--- config.mk ---
export PLATFORM = sky130hd
export DESIGN_NAME = resistor_rc_network
export DESIGN_NICKNAME = d
export VERILOG_FILES = /design/src/rtl/resistor_rc_network.sv
export SDC_FILE = /design/constraint.sdc
export NUM_CORES = 1
export LEC_CHECK = 0
export CORE_ASPECT_RATIO = 0.75
export CORE_MARGIN = 5
export CORE_UTILIZATION = 57
export DETAILED_ROUTE_END_ITERATION = 12
export GPL_TIMING_DRIVEN = 0
export HOLD_SLACK_MARGIN = 0.06
export PLACE_DENSITY = 0.77
export SYNTH_ARGS = -nofsm -noshare
export SYNTH_HDL_FRONTEND = slang
export SYNTH_SLANG_ARGS = --single-unit
--- constraint.sdc ---
create_clock -name CLK -period 3.18 [get_ports CLK]
set_clock_uncertainty 0.15 [all_clocks]
set_input_delay 0.318 -clock CLK [delete_from_list [all_inputs] [get_ports CLK]]
set_output_delay 0.318 -clock CLK [all_outputs]
set_load 0.01 [all_outputs]
--- src/rtl/resistor_rc_network.sv ---
// resistor_rc_network: clocked resistor pack with per-channel RC settle delay, glitch rejection and pulls.
// OHMS and VOLTS are documentation only and do not influence the logic.
module resistor_rc_network #(
  parameter int CHANNELS = 8,
  parameter int DELAY_CYCLES = 4,
  parameter int PULL_CYCLES = 16,
  parameter logic [CHANNELS-1:0] PULL_MASK = {CHANNELS{1'b1}},
  parameter int OHMS = 0,
  parameter real VOLTS = 5.0
) (
  input  logic                CLK,
  input  logic                RST,
  input  logic [CHANNELS-1:0] I,
  input  logic [CHANNELS-1:0] OE,
  output logic [CHANNELS-1:0] O,
  output logic [CHANNELS-1:0] SETTLED,
  output logic [CHANNELS-1:0] EDGE
);
  localparam int MAXL = (DELAY_CYCLES > PULL_CYCLES) ? DELAY_CYCLES : PULL_CYCLES;
  localparam int CW = $clog2(MAXL + 1);
  localparam logic [CW-1:0] DL = CW'(DELAY_CYCLES);
  localparam logic [CW-1:0] PL = CW'(PULL_CYCLES);
  localparam logic [CW-1:0] ONE = CW'(1);
  if (OHMS < 0 || VOLTS < 0.0) begin : g_doc_params_invalid
  end
  for (genvar g = 0; g < CHANNELS; g++) begin : g_ch
    logic t, o_q, o_d, p_q, p_d, pend_q, pend_d, settled_q, settled_d, edge_q, edge_d;
    logic [CW-1:0] l, n, cnt_q, cnt_d;
    always_comb begin
      t = OE[g] ? I[g] : PULL_MASK[g];
      l = OE[g] ? DL : PL;
      n = (pend_q && p_q == t) ? cnt_q + ONE : ONE;
      o_d = o_q;
      p_d = p_q;
      pend_d = 1'b0;
      cnt_d = '0;
      settled_d = 1'b1;
      edge_d = 1'b0;
      if (t != o_q) begin
        if (n >= l) begin
          o_d = t;
          edge_d = 1'b1;
        end else begin
          p_d = t;
          cnt_d = n;
          pend_d = 1'b1;
          settled_d = 1'b0;
        end
      end
    end
    always_ff @(posedge CLK) begin
      if (RST) begin
        o_q <= PULL_MASK[g];
        p_q <= 1'b0;
        pend_q <= 1'b0;
        cnt_q <= '0;
        settled_q <= 1'b1;
        edge_q <= 1'b0;
      end else begin
        o_q <= o_d;
        p_q <= p_d;
        pend_q <= pend_d;
        cnt_q <= cnt_d;
        settled_q <= settled_d;
        edge_q <= edge_d;
      end
    end
    assign O[g] = o_q;
    assign SETTLED[g] = settled_q;
    assign EDGE[g] = edge_q;
  end
endmodule

==> flow_summary.yaml <==
clock_tree:
  cts_resized: 0
  h-tree-depth: 3
  clock_latency_ns: 0.35
  cts-root-buf: "clkbuf_8"
  cts_sinks: 80
  cts_tree: "built"
  cts_buffers: 9
  clock_path_buffers: 2
  clkTransAtPathRegs_ns: 0.08
  cts_hold_buf: 0
  postCtsSetupRepairBufs: 0
critical_path:
  cp.arrival_ns: 3.01
  crit_type: "in2reg"
  critPathMaxFanout: 7
  worst_setup_path_end_kind: "register"
  path_buf_inv: 2
  critPathMaxStageDelay_ns: 0.47
  cp_cell_sequence: "clkdlybuf4s50_1 -> and2b_2 -> xnor2_1 -> nand2b_1 -> nor2_1 -> ha_1 -> a21oi_1 -> o41ai_2 -> or2_1 -> buf_4 -> nor3_2"
  crit_path_start: "OE[4]"
  r2r_slack_ns: 0.63
  worstRegToRegCells: 10
  critical_path_required_ns: 3.29
  r2r-end: "g_ch[0].cnt_q[3]"
  cp_slowest_cell: "clkdlybuf4s50_1"
  setup.worst_path.start_class: "primary input"
  cp_top_family: "simple AND/OR/NAND/NOR gates"
  worstReg2RegStart: "g_ch[0].cnt_q[0]"
placed_design:
  finalWeightedCongestion: 0.8267
  post-dp-hpwl_um: 5660
  io_buffers: 41
  placed_area_um2: 4653
synthesis:
  synth-seq-cells: 80
  syn_area_per_cell_um2: 9.115
  yosys_warnings: 0
  netlist_area_um2: 4120
  ys.flop_type: "dfxtp_1"
  synth_top_family_by_area: "simple AND/OR/NAND/NOR gates"
  ys_seq_area_share_pct: 38.87
  synth.distinct_cells: 44
  synth_mux_area_share_pct: 1.215
  synth_compound_area_share_pct: 14.88
  ys_async_sr_fraction_pct: 0
  netlist_instances: 452
  synth_edf_count: 0
  synthSimpleGateAreaFrac_pct: 21.65
  synth_xor_area_share_pct: 6.802
  syn-num-nets: 494
  synth-adder-area-share_pct: 7.288
power:
  combPwrFrac_pct: 9.8
  power_frac_clock_pct: 39.2
  finalPower_mw: 2.040
  p_int_mw: 1.565
  power_density_nw_per_um2: 419.4
  p_leak_nw: 2.014
  p_seq_share_pct: 51.0
  switching_share_pct: 23.28
  switching_power_mw: 0.4749
  max-vdd-ir-drop_mv: 0.2196
cells_and_area:
  multiInputGateArea_um2: 2136
  fin_util_pct: 70.21
  nFillCells: 576
  fin_area_um2: 4865
  antenna_cells: 0
  area_growth_pct: 18.07
  drive_gt1_share_pct: 15.13
  layout.area.seq_um2: 1602
  nets: 546
timing:
  slew_headroom_pct: 65.65
  tns_ns: 0
  hold_viol: 0
  tightest_slew_ns: 0.5153
  fmaxAchievable_mhz: 345.7
  rsz0062_at_grt: "false"
  whs_ns: 0.3436
  drv_slew: 0
  post-route-min-period_ns: 2.892
  min_period_over_period_pct: 90.95
  setup_viol: 0
min_path:
  hold_depth: 1
  hp-class: "reg2reg"
  hold_path_end: "g_ch[1].cnt_q[0]"
  min_from: "g_ch[1].cnt_q[0]"
routing:
  drt_iter0_drc: 95
  wl_per_cell_um: 12.33
  vias: 3167
  antenna_left: 0
  routed_via_density: 5.217
  first_pass_iters: 4
  drt_wl_total_um: 7483
  drc_errors: 0
floorplanning:
  die_w_um: 108.2
  core_um2: 6929
  io_pins: 42
  rows: 26
  die-area_um2: 9046
  die_h_um: 83.63
  initial_core_util_pct: 59.46
global_route:
  grt_use_total_pct: 17.68
  globalRouteMet2Util_pct: 29.80
  grt_pass1_wl_um: 13200
  grt_max_degree: 14
  top_usage_layer: "met2"
  antenna_found_initial: 0
  grt_use_met1_pct: 21.53
  grt_use_met3_pct: 5.104
  grt_pass1_vias: 3064
  overflow: 0
status:
  status: "complete, no violations"
flow_run:
  drv_cap: 0
[how the worst max path moves through the flow]
stage                     depth (start not counted)                to  slack [ns]
after floorplan                                  10  g_ch[5].cnt_q[3]        0.72
after global placement                           11  g_ch[5].cnt_q[3]        0.03
after detailed placement                         11  g_ch[4].cnt_q[1]       -0.02
after CTS                                        11  g_ch[4].cnt_q[1]        0.32
after global routing                             11  g_ch[5].cnt_q[3]        0.07
final                                            11  g_ch[4].cnt_q[1]        0.29
[layout by cell type (no fill, tap or decap), types with 4 or more instances in the layout]
master,count
o21a_1,5
a21oi_1,27
dfxtp_1,80
clkdlybuf4s50_1,41
xnor2_1,11
a31oi_1,6
xor2_1,21
mux2i_1,5
nor3_1,13
inv_1,34
nor2_1,22
or3_1,4
o21ai_0,22
nor2b_1,9
clkbuf_8,9
or2_1,5
and3_1,6
buf_4,29
nand4bb_1,6
nand3_1,16
ha_1,24
nor3_2,15
nand2_1,29
nand4_1,6
nand2b_1,8
[cells in the mapped netlist (all sizes together) (11+ instances only)]
cell type | instances | area (um2)
dfxtp | 80 | 1602
inv | 37 | 138.9
buf | 32 | 232.7
nand2 | 29 | 108.9
nor3 | 28 | 215.2
a21oi | 27 | 135.1
o21ai | 25 | 125.1
ha | 24 | 300.3
nor2 | 22 | 82.58
xor2 | 21 | 183.9
nand3 | 16 | 80.08
nor2b | 11 | 73.82
xnor2 | 11 | 96.34
[sequential cells by signal, indices dropped and copies added, names as in the netlist]
| name | cells |
|---|---|
| g_ch.edge_q | 8 |
| g_ch.settled_q | 8 |
| g_ch.pend_q | 8 |
| g_ch.cnt_q | 40 |
| g_ch.p_q | 8 |
| g_ch.o_q | 8 |
[metal layers]
layer  up-vias  part of all wire [%]  wire length (um)
met1      1440                    47              3485
met3        17                   4.5               333
met5         -                     0                 0
li1       1651                     -                 -
met4         0                   1.7               124
met2        59                    47              3539
[area by class of cell]
| type | count | share of cell area (%) |
|---|---|---|
| Sequential cell | 80 | 32.92 |
| Tap cell | 98 | 2.521 |
| Clock buffer | 10 | 2.623 |
| Timing Repair Buffer | 41 | 8.436 |
| Inverter | 38 | 2.932 |
| Clock inverter | 6 | 1.723 |
| Multi-Input combinational cell | 300 | 43.90 |
| Buffer | 34 | 4.938 |
[cells by family after synthesis]
family                     Yosys count
AOI/OAI and AO/OA                   87
xor gates and xnor gates            32
adders and majority gates           24
buffers and inverters               72
DFF                                 80
muxes                                5
and+or+nand+nor                    152
[through the flow]
stage                     worst slack (ns)  instances
after floorplan                     0.7220        452
after CTS                           0.3207        607
after global routing               0.07164        607
final                               0.2876        607
after global placement             0.03469        591
after detailed placement          -0.02230        591
[power groups by stage]
| stage | Sequential [mW] | Combinational, mW | Clock [mW] |
|---|---|---|---|
| floorplan | 1.06 | 0.129 | 0 |
| global route | 1.05 | 0.222 | 0.863 |
| global placement | 1.06 | 0.194 | 0 |
| detailed placement | 1.06 | 0.200 | 0 |
| CTS | 1.04 | 0.202 | 0.816 |
| finish | 1.04 | 0.200 | 0.799 |
Power figures use the tool's default switching activity.
